==> src/rtl/stump_alu_seq.sv <==
// Registered Stump ALU: 1-bit shift on A, then ADD/ADC/SUB/SBC/AND/OR/XOR, one-slot output with valid/ready.
// Define STUMP_ALU_MUL_EN for an iterative WIDTH-cycle unsigned MUL on func 110; otherwise func 110 is MOV.
module stump_alu_seq #(
  parameter int WIDTH = 16,
  parameter int CNT_W = 5
) (
  input  logic             clk,
  input  logic             rst,
  input  logic             in_valid,
  output logic             in_ready,
  input  logic [WIDTH-1:0] operand_A,
  input  logic [WIDTH-1:0] operand_B,
  input  logic [2:0]       func,
  input  logic [1:0]       shift,
  input  logic             c_in,
  input  logic             flag_wen,
  output logic             out_valid,
  input  logic             out_ready,
  output logic [WIDTH-1:0] result,
  output logic [3:0]       flags_out,
  output logic             busy
);
  localparam logic [2:0] F_AND = 3'b100;
  localparam logic [2:0] F_OR  = 3'b101;
  localparam logic [2:0] F_MUL = 3'b110;
  localparam logic [2:0] F_XOR = 3'b111;

  if (WIDTH < 4 || (2 ** CNT_W) <= WIDTH) begin : g_bad_param
    $error("stump_alu_seq: requires WIDTH >= 4 and 2**CNT_W > WIDTH");
  end

  logic             r_out_valid;
  logic [WIDTH-1:0] r_result;
  logic [3:0]       r_flags;

  logic             w_idle;
  logic             w_accept;
  logic             w_start_mul;
  logic             w_mul_done;
  logic             w_mul_fwen;
  logic [WIDTH-1:0] w_mul_res;
  logic [3:0]       w_mul_nzvc;

  logic [WIDTH-1:0] w_a_sh;
  logic             w_csh;
  logic             w_cin;
  logic [WIDTH:0]   w_sum;
  logic [WIDTH-1:0] w_res;
  logic             w_v;
  logic             w_c;
  logic [3:0]       w_nzvc;

  always_comb begin
    w_a_sh = operand_A;
    w_csh  = operand_A[0];
    case (shift)
      2'b01:   w_a_sh = {operand_A[WIDTH-1], operand_A[WIDTH-1:1]};
      2'b10:   w_a_sh = {operand_A[0], operand_A[WIDTH-1:1]};
      2'b11:   w_a_sh = {c_in, operand_A[WIDTH-1:1]};
      default: w_csh  = c_in;
    endcase
  end

  // Carry into the adder: ADD 0, ADC c_in, SUB 1, SBC c_in (subtracts use ~B).
  assign w_cin = func[0] ? c_in : func[1];

  always_comb begin
    w_sum = '0;
    w_res = w_a_sh;
    w_v   = 1'b0;
    w_c   = w_csh;
    case (func)
      F_AND: w_res = w_a_sh & operand_B;
      F_OR:  w_res = w_a_sh | operand_B;
      F_XOR: w_res = w_a_sh ^ operand_B;
      F_MUL: w_res = w_a_sh;
      default: begin
        w_sum = {1'b0, w_a_sh} + {1'b0, (func[1] ? ~operand_B : operand_B)} + {{WIDTH{1'b0}}, w_cin};
        w_res = w_sum[WIDTH-1:0];
        w_c   = w_sum[WIDTH];
        w_v   = (w_a_sh[WIDTH-1] == (operand_B[WIDTH-1] ^ func[1])) &
                (w_res[WIDTH-1] != w_a_sh[WIDTH-1]);
      end
    endcase
  end

  assign w_nzvc   = {w_res[WIDTH-1], ~|w_res, w_v, w_c};
  assign in_ready = w_idle & (~r_out_valid | out_ready);
  assign w_accept = in_valid & in_ready;

`ifdef STUMP_ALU_MUL_EN
  localparam logic [0:0] S_IDLE = 1'b0;
  localparam logic [0:0] S_MULT = 1'b1;

  logic [0:0]         r_state;
  logic [CNT_W-1:0]   r_cnt;
  logic [2*WIDTH-1:0] r_mcand;
  logic [2*WIDTH-1:0] r_acc;
  logic [WIDTH-1:0]   r_mplier;
  logic               r_fwen;
  logic [2*WIDTH-1:0] w_acc_nxt;

  assign w_idle      = (r_state == S_IDLE);
  assign w_start_mul = w_accept & (func == F_MUL);
  assign w_acc_nxt   = r_acc + (r_mplier[0] ? r_mcand : '0);
  assign w_mul_done  = (r_state == S_MULT) & (r_cnt == CNT_W'(WIDTH - 1));
  assign w_mul_fwen  = r_fwen;
  assign w_mul_res   = w_acc_nxt[WIDTH-1:0];
  assign w_mul_nzvc  = {w_acc_nxt[WIDTH-1], ~|w_acc_nxt[WIDTH-1:0], 1'b0, |w_acc_nxt[2*WIDTH-1:WIDTH]};

  // Shift-add: one multiplier bit per cycle, final partial sum feeds the output directly.
  always_ff @(posedge clk) begin
    if (rst) begin
      r_state  <= S_IDLE;
      r_cnt    <= '0;
      r_mcand  <= '0;
      r_mplier <= '0;
      r_acc    <= '0;
      r_fwen   <= 1'b0;
    end else if (w_start_mul) begin
      r_state  <= S_MULT;
      r_cnt    <= '0;
      r_mcand  <= {{WIDTH{1'b0}}, w_a_sh};
      r_mplier <= operand_B;
      r_acc    <= '0;
      r_fwen   <= flag_wen;
    end else if (r_state == S_MULT) begin
      r_acc    <= w_acc_nxt;
      r_mcand  <= {r_mcand[2*WIDTH-2:0], 1'b0};
      r_mplier <= r_mplier >> 1;
      r_cnt    <= r_cnt + 1'b1;
      if (w_mul_done) r_state <= S_IDLE;
    end
  end
`else
  assign w_idle      = 1'b1;
  assign w_start_mul = 1'b0;
  assign w_mul_done  = 1'b0;
  assign w_mul_fwen  = 1'b0;
  assign w_mul_res   = '0;
  assign w_mul_nzvc  = '0;
`endif

  always_ff @(posedge clk) begin
    if (rst) begin
      r_out_valid <= 1'b0;
      r_result    <= '0;
      r_flags     <= '0;
    end else if (w_mul_done) begin
      r_out_valid <= 1'b1;
      r_result    <= w_mul_res;
      if (w_mul_fwen) r_flags <= w_mul_nzvc;
    end else if (w_accept && !w_start_mul) begin
      r_out_valid <= 1'b1;
      r_result    <= w_res;
      if (flag_wen) r_flags <= w_nzvc;
    end else if (out_ready) begin
      r_out_valid <= 1'b0;
    end
  end

  assign out_valid = r_out_valid;
  assign result    = r_result;
  assign flags_out = r_flags;
  assign busy      = ~w_idle;

endmodule
==> config.mk <==
export PLATFORM = sky130hd
export DESIGN_NAME = stump_alu_seq
export DESIGN_NICKNAME = d
export VERILOG_FILES = /design/src/rtl/stump_alu_seq.sv
export SDC_FILE = /design/constraint.sdc
export NUM_CORES = 1
export LEC_CHECK = 0
export ABC_AREA = 1
export CELL_PAD_IN_SITES_DETAIL_PLACEMENT = 1
export CELL_PAD_IN_SITES_GLOBAL_PLACEMENT = 1
export CORE_MARGIN = 1.5
export CORE_UTILIZATION = 35
export CTS_CLUSTER_SIZE = 25
export DETAILED_ROUTE_END_ITERATION = 8
export PLACE_DENSITY = 0.87
export SLEW_MARGIN = 20
export SYNTH_ARGS = -nofsm -noshare
export SYNTH_HDL_FRONTEND = slang
export SYNTH_SLANG_ARGS = --single-unit
==> constraint.sdc <==
create_clock -name clk -period 8 [get_ports clk]
set_input_delay 1.6 -clock clk [delete_from_list [all_inputs] [get_ports clk]]
set_output_delay 1.6 -clock clk [all_outputs]
set_load 0.005 [all_outputs]
==> After elaboration in Yosys (flattened, before gate mapping) <==
Cells that the tools add are included.
Widths: inputs -> output; s select.
{ "op_classes": {"n_addsub": 2, "n_eq_ne": 9, "n_mux": 9, "bitwise_logic": 9, "n_reduce_logical": 6} }
{ "op_table": {"columns": ["op", "count"], "rows": [
  ["$pmux 16 s4", 1],
  ["$pmux 16 s3", 1],
  ["$add 16x16->17", 1],
  ["$add 17x1->17", 1],
  ["$and 16x16->16", 1],
  ["$mux 16", 1],
  ["$not 16->16", 1],
  ["$or 16x16->16", 1],
  ["$reduce_or 16->1", 1],
  ["$xor 16x16->16", 1],
  ["$eq 3x3->1 const B", 4],
  ["$mux 1", 6],
  ["$eq 2x2->1 const B", 2],
  ["$reduce_or 4->1", 1],
  ["$reduce_or 3->1", 1],
  ["$and 1x1->1", 2],
  ["$eq 2x1->1 const B", 1],
  ["$reduce_and 2->1", 1],
  ["$reduce_bool 2->1", 1],
  ["$eq 1x1->1", 1],
  ["$logic_not 1->1", 1],
  ["$ne 1x1->1", 1],
  ["$not 1->1", 1],
  ["$or 1x1->1", 1],
  ["$xor 1x1->1", 1]
]} }
{ "word_totals": {"ff_bits": 21, "input_bits": 43, "out_inout_bits": 23, "word_cells": 38} }

==> Logic depth before layout (Yosys ltp) <==
{ "depth": {"depth_word": 7, "ltp_mapped": 22, "ltp_nobuf": 22} }

==> Least setup slack after synthesis <==
No wires, ideal clock.
{ "synth_path": {"path_type": "input -> register", "from": "input port func[1]", "to": "register r_flags[2], in the netlist flags_out[2]", "setup_ps": 66, "arrival_ps": 3930, "required_ps": 7934, "setup_slack_ps": 4004, "stages": 17, "path_buffers": 2, "path_cell_list": "buf_4 -> buf_1 -> o21ai_0 -> fa_1 -> inv_1 -> ha_1 -> nand2_1 -> nand2_1 -> nor3_1 -> nand2_1 -> nor2_1 -> nand3_1 -> nor2_1 -> nand3_1 -> nor2_1 -> nand2_1 -> a21oi_2"} }
{ "synth_between": {"elab_chain_cells": 6, "elab_cells_between_ends": 11, "classes_between": "2 x add/sub; 4 x eq/ne; 3 x mux; 2 x reduce/logical"} }
{ "synth_lines": {"columns": ["item", "line", "text"], "rows": [
  ["from (decl)", "13", "input logic [2:0] func,"],
  ["$mux 16", "78", "w_sum = {1'b0, w_a_sh} + {1'b0, (func[1] ? ~operand_B : operand_B)} + {{WIDTH{1'b0}}, w_cin};"],
  ["$add 16x16->17", "78", null],
  ["$add 17x1->17", "78", null],
  ["$pmux 16 s4 (*)", "72", "case (func)"],
  ["$reduce_or 16->1 (*)", "87", "assign w_nzvc = {w_res[WIDTH-1], ~|w_res, w_v, w_c};"],
  ["$logic_not 1->1 (*)", "87", null],
  ["to (signal assigned)", "152", "if (w_mul_fwen) r_flags <= w_mul_nzvc;"],
  ["to (signal assigned)", "156", "if (flag_wen) r_flags <= w_nzvc;"],
  ["to (decl)", "34", "logic [3:0] r_flags;"]
]} }
Mark *: on every way between the ends. The rest lies on a longest branch, timed or not.
A chain may end at the register's enable or synchronous reset.

==> Worst setup path in the final report <==
{ "layout_path": {"from": "input port shift[1]", "to": "register r_flags[2], in the netlist flags_out[2]"} }
{ "layout_between": {"elab_chain_cells": 7, "elab_cells_between_ends": 12, "classes_between": "2 x add/sub; 3 x eq/ne; 2 x mux; 3 x bitwise; 2 x reduce/logical"} }
{ "layout_lines": {"columns": ["item", "line", "text"], "rows": [
  ["from (decl)", "14", "input logic [1:0] shift,"],
  ["$eq 2x2->1 / $eq 2x1->1 (equally long branches)", "56", "case (shift)"],
  ["$pmux 16 s3 (*)", "56", null],
  ["$add 16x16->17", "78", null],
  ["$add 17x1->17", "78", null],
  ["$pmux 16 s4 (*)", "72", null],
  ["$reduce_or 16->1 (*)", "87", null],
  ["$logic_not 1->1 (*)", "87", null]
]} }
Marks and branches as above.

==> impl_metrics.csv <==
group,metric,value,unit
outcome,outcome,"finished, violations left",
outcome,violations,"DRC",
logic_synthesis,synth_edf_count,0,
worst_setup_path,critPathKind,"in -> reg",
pwr,power.total,0.478,mW
worst_setup_path,endpoint_kind,"register",
detailed_routing,drt-initial-drc-count,137,
detailed_routing,drc_errors,3,
timing,timing.final.crit_period,4860,ps
timing,fin_skew,1.16,ps
floorplan,fp-row-count,34,
logic_synthesis,yosysWarnings,0,
floorplan,initial_utilization,0.365,
timing,hold_violations,0,
logic_synthesis,ys_seq_area_frac,0.131,
global_routing,grt_usage,0.240,
timing,fin_ws,3140,ps
logic_synthesis,synthAdderAreaFrac,0.178,
logic_synthesis,synth_mux_area_frac,0,
place,place.gp.congestion,0.926,
cts,cts_tree,"yes",
worst_setup_path,slowest_delay,540,ps
logic_synthesis,synthDistinctLibCells,39,
timing,clock.fmax,206,MHz
flow_run,drv_cap,0,
logic_synthesis,syn-num-nets,607,
logic_synthesis,async_flop_share,0,
timing,worstMarginPinSlew,773,ps
logic_synthesis,synth_cells,519,
logic_synthesis,synthFlopType,"dfxtp_1",
cts,htree_levels,1,
global_routing,grt_overflow,0,
logic_synthesis,syn_area,3210,um^2
place,post-place-ws,2860,ps
logic_synthesis,synthXorXnorAreaFrac,0.0436,
timing,rsz0062_at_grt,"no",
detailed_routing,vias_per_cell,5.34,
cts,postCtsHoldBufs,0,
layout,nets,662,
layout,n_fill_cell,1198,
place,portBuffers,64,
cts,root_buffer,"clkbuf_8",
worst_setup_path,crit_arrival,5060,ps
layout,seq_area,420,um^2
timing,final_max_slew_viol_count,0,
worst_setup_path,crit_fanout,28,
timing,slew_headroom,0.484,
logic_synthesis,synth_compound_area_frac,0.191,
detailed_routing,drt-pass1-iter-count,6,
worst_setup_path,critPathRequiredTime,8200,ps
worst_hold_path,hold_class,"reg -> reg",
logic_synthesis,synth-simple-area-share,0.311,
layout,insertedDiodeCount,0,
detailed_routing,wl,11600,um
floorplan,core_area,8810,um^2
logic_synthesis,synth_top_family_by_area,"simple AND/OR/NAND/NOR gates",
worst_setup_path,critical_path.startpoint_type,"input pin",
cts,clock_sinks,21,
global_routing,grt_max_degree,29,
timing,finalSetupTns,0,ps
place,hpwl,9320,um
detailed_routing,wl_per_cell,17.0,um
floorplan,die_w,98.8,um
floorplan,dieArea,9760,um^2
floorplan,die_h,98.8,um
global_routing,grt_pass1_vias,3894,
cts,postCtsResizedCells,0,
layout,multi_input_area,2330,um^2
detailed_routing,final_antenna_net_count,0,
detailed_routing,vias,3637,
cts,clkTransAtPathRegs,80,ps
floorplan,pin_count,66,
cts,cts_buffers,3,
timing,setup_viol,0,
layout,syn_to_final_growth,22.3,%
worst_setup_path,crit_slowest_cell,"nor2_4",
logic_synthesis,avgSynthCellArea,6.19,um^2
layout,drive_gt1_frac,0.0454,
pwr,power_density,122,nW/um^2
worst_setup_path,worstPathCellList,"clkdlybuf4s50_1 -> nor2_4 -> o21ai_0 -> ha_1 -> a21oi_1 -> nor2_1 -> nor2_1 -> nor2_1 -> a211oi_1 -> nand2_1 -> nand2_1 -> nand3_1 -> nand2_1 -> nand3_1 -> nor2_1 -> nand2_1 -> a21oi_2",
global_routing,antenna_found_initial,0,
cts,cts_buffer_depth,2,
cts,clock_latency,270,ps
cts,cts_setup_buffers,0,
global_routing,grt_pass1_wl,18800,um
pwr,ir_drop,0.0000589,V
pwr,leakagePower,2.02,nW
timing,post-route-period-util,0.608,
logic_synthesis,yosys_register_bits,21,
[cell usage after synthesis, types with 7 or more instances]
cell type | count | area (um^2)
nand2_1 | 118 | 443
inv_1 | 93 | 349
ha_1 | 44 | 551
o21ai_0 | 41 | 205
nor2_1 | 38 | 143
nand3_1 | 35 | 175
a21oi_1 | 22 | 110
dfxtp_1 | 21 | 420
xor2_1 | 14 | 123
a221oi_1 | 10 | 87.6
nand2_2 | 10 | 62.6
o211ai_1 | 10 | 75.1
nand4_1 | 7 | 43.8
[per-layer routing]
| layer | share of wire | track usage |
|---|---|---|
| met1 | 0.43 | 0.292 |
| met2 | 0.50 | 0.449 |
| met3 | 0.047 | 0.0234 |
| met4 | 0.021 | 0.0615 |
| met5 | 0 | 0 |
[flip-flops by register name, indices dropped and copies added, names as in the netlist]
| signal | cells |
|---|---|
| result | 16 |
| flags_out | 4 |
| out_valid | 1 |
[per-stage QoR]
stage	instances	area [um^2]	utilization	hold slack [ps]
after floorplan	519	3210	-	459
after global placement	677	3890	0.441	472
after detailed placement	677	3890	0.441	486
after CTS	681	3930	0.446	497
after global routing	681	3930	0.446	537
final	681	3930	0.446	501
[cells by family after synthesis]
logic type                 count (synthesis)
AOI/OAI and AO/OA                        101
and+or+nand+nor                          225
buffers and inverters                    110
adders and majority gates                 45
DFF                                       21
xor gates and xnor gates                  16
other                                      1
[worst paths after layout]
check / to / slack, ps / cells past startpoint / start
hold / removal: flags_out[1]$_SDFFE_PP0P_ / 500 / 2 / flags_out[1]$_SDFFE_PP0P_
setup / recovery: flags_out[2]$_SDFFE_PP0P_ / 3140 / 17 / shift[1]
hold reg to reg: flags_out[1]$_SDFFE_PP0P_ / 500 / 2 / flags_out[1]$_SDFFE_PP0P_
setup reg to reg: flags_out[0]$_SDFFE_PP0P_ / 5580 / 7 / out_valid$_SDFFE_PP0P_
[final cells by class]
| class | count | share of cell area |
|---|---|---|
| tap | 108 | 0.0344 |
| sequential | 21 | 0.107 |
| clock buffer | 4 | 0.0115 |
| inverter | 95 | 0.0908 |
| timing repair buffer | 65 | 0.164 |
| multi-input combinational | 388 | 0.592 |
[report_power, final]
part / internal (mW) / leakage [nW] / switching [mW]
logic: 0.113 / 1.82 / 0.173
clock network: 0.0356 / 0.0228 / 0.0372
registers: 0.114 / 0.174 / 0.00557
[cell usage in the layout, fill, tap and decap left out, drive strengths merged, types with 4 or more instances in the layout]
cell type and count:
o211ai 10, nand4 7, dfxtp 21, nand3 37
xor2 14, a21oi 23, clkbuf 4, or2 5
nand2 128, clkdlybuf4s50 63, ha 44, o21ai 44
inv 93, nor3 4, nor2 40, a221oi 10
[critical path, delay by kind of cell]
kind / cells / cell delay [ps]
AND/OR/NAND/NOR: 11 / 1530
AO/OA/AOI/OAI: 4 / 990
buffers and inverters: 1 / 490
adder cells (fa/ha/maj): 1 / 440
(Power assumes the default switching activity.)
==> variant: new RTL, same settings <==
The option `STUMP_ALU_MUL_EN` is turned on by a define.
--- a/src/rtl/stump_alu_seq.sv
+++ b/src/rtl/stump_alu_seq.sv
@@ -1,5 +1,7 @@
 // Registered Stump ALU: 1-bit shift on A, then ADD/ADC/SUB/SBC/AND/OR/XOR, one-slot output with valid/ready.
 // Define STUMP_ALU_MUL_EN for an iterative WIDTH-cycle unsigned MUL on func 110; otherwise func 110 is MOV.
+`define STUMP_ALU_MUL_EN
+
 module stump_alu_seq #(
   parameter int WIDTH = 16,
   parameter int CNT_W = 5
Formal check against the unedited RTL: not equivalent (Yosys sat finds a counterexample within 4 cycles, from zero or initial values and one cycle with rst high).
==> variant against the original RTL <==
  * Synthesized area increased to 2.8 times the old value
  * Sequential share of layout area increased by 11 points
  * Routed wire length increased to 2.7 times the old value
  * Worst setup slack got worse by 20 ps
  * Count of clock-buffer cells in the layout increased by 5
  * Sequential cell count increased by 87
  * Design area increased to 2.6 times the old value
  * Highest routed layer unchanged
  * Fmax decreased by 0.42%
  * Largest power group is now registers
  * Total power increased to 3.0 times the old value
  * Via count increased to 2.6 times the old value
==> variant: results (changes against the original RTL) <==
Run status:
- The flow ran to the end, and the final reports show no timing, DRC or antenna violations.

Layout:
- The fraction of layout cells with a size suffix above 1 came to 0.0435 (-0.00184).
- The final layout net count is 1587 (+140%).
- The number of filler cells placed in the layout is 3372 (+180%).
- The number of standard cells in the layout, taps in and fillers out came to 1800 (+160%).

Worst setup path:
- The critical path data arrival time was 5150 ps (+90 ps).
- In this run the worst setup path begins at func[2].
- The largest stage delay on the critical path is 760 ps (+220 ps).
- The critical path's top delay family is buffers and inverters.
- The standard cell with the maximum stage delay on the critical path is sky130_fd_sc_hd__nor2_2.
- In this run the critical register-to-register path is launched from busy$_SDFF_PP0_.
- The maximum fanout encountered on the critical timing path is 37 (+32%).

Drt:
- The final wirelength was 30.7 mm (+170%).
- The initial DRC count is 666 (+390%).
- The detailed-router iteration count before antenna repair is 5 (-1).
- The via count is 9443 (+160%).

Yosys:
- The mean area per synthesized cell was 6.20 µm² (+0.21%).
- The commonest cells after synthesis are sky130_fd_sc_hd__nand2_1 (428), sky130_fd_sc_hd__inv_1 (187), sky130_fd_sc_hd__nor2_1 (138).
- The flip-flop and latch count after synthesis came to 108 (+410%).
- The distinct cell type count of the synthesized netlist is 43 (+10%).
- The parity-gate share of the synthesized area counting xor and xnor cells is 0.0385 (-0.00520).
- The synthesized-area fraction occupied by ao, oa, aoi and oai cells is 0.169 (-0.0219).
- The adder and majority cell fraction of the synthesized area is 0.114 (-0.0639).
- The share of synthesized area occupied by flip-flops and latches was 0.243 (+0.112).
- After synthesis, the cell types taking the most area are sky130_fd_sc_hd__dfxtp_1 (24%), sky130_fd_sc_hd__nand2_1 (18%), sky130_fd_sc_hd__ha_1 (11%).

Worst hold path:
- In this run the most critical hold path is launched from r_mcand[31]$_SDFFE_PP0P_.

Placement:
- The weighted congestion reported at the end of routability-driven placement was 0.914 (-1.4%).
- The count of buffers from port buffering was 65 (+1.6%).
- The HPWL after detailed placement is 24.5 mm (+160%).
- The pre-CTS setup slack was 2560 ps (-308 ps).

GRT:
- The number of global-route vias before repair is 9579 (+150%).
- The aggregate global-route resource usage is 0.235 (-0.00542).
- The first-pass GRT wire length is 49.3 mm (+160%).
- The pin count of the biggest net entering global routing is 53 (+83%).

Clock network:
- The number of buffers inserted during clock tree synthesis is 9 (+6).
- The buffer count from post-CTS setup fixing is 0 (unchanged).
- The depth of the CTS H-tree came to 3 (+2).
- The clock latency of the later-clocked register in the worst-skew pair is 380 ps (+110 ps).
- The master cell of the clock root buffer is sky130_fd_sc_hd__clkbuf_16.

STA:
- The clock tree skew after final layout is 18.7 ps (+17.5 ps).
- The relative slew slack is 0.344 (-0.139).

Power and ir drop:
- The leakage dissipation was 4.90 nW (+140%).
- The worst voltage drop across the vdd grid is 0.0976 mV (+66%).
-- variant: layout make-up --
class	instances	share of cell area
inverter	191	0.0708
sequential	108	0.214
clock buffer	9	0.0223
clock inverter	7	0.00952
multi-input combinational	1083	0.574
tap	330	0.0408
timing repair buffer	72	0.0690
-- variant: tightest hold or removal path, cell delays in order, from the launching register on --
cell	delay (ps)
sky130_fd_sc_hd__dfxtp_1	320
sky130_fd_sc_hd__nand2_1	60
sky130_fd_sc_hd__a21oi_1	50
-- variant: routing by layer --
metal,vias to the layer above,global-route usage,wire [µm]
met5,-,0,0
met4,0,0.0588,506
met3,30,0.0230,1320
met2,206,0.391,14200
met1,4506,0.324,14700
li1,4701,-,-
-- variant: power by group --
part,leakage [nW],switching (W),internal [W]
registers,0.876,0.0000152,0.000556
clock network,0.156,0.000249,0.000230
logic,3.87,0.000246,0.000136
-- variant: kinds of logic after synthesis --
group	Yosys count
buf+inv	242
compound gates	260
simple gates	705
flops	108
fa+ha+maj	79
xor+xnor	39
-- variant: metrics by stage --
stage          area [µm²]  total power [W]  hold WS [ps]
2_1_floorplan        8880         0.000819           441
3_3_place_gp         9790         0.000947           451
3_5_place_dp         9790         0.000960           455
4_1_cts             10100          0.00144           469
5_1_grt             10100          0.00151           490
6_report            10100          0.00143           468
-- variant: worst paths after layout --
| path | to | slack (ps) | cells after the start |
|---|---|---|---|
| setup / recovery | r_acc[25]$_SDFFE_PP0P_ | 3120 | 12 |
| setup reg to reg | r_acc[25]$_SDFFE_PP0P_ | 4370 | 11 |
| hold / removal | r_mcand[31]$_SDFFE_PP0P_ | 470 | 2 |
| hold reg to reg | r_mcand[31]$_SDFFE_PP0P_ | 470 | 2 |
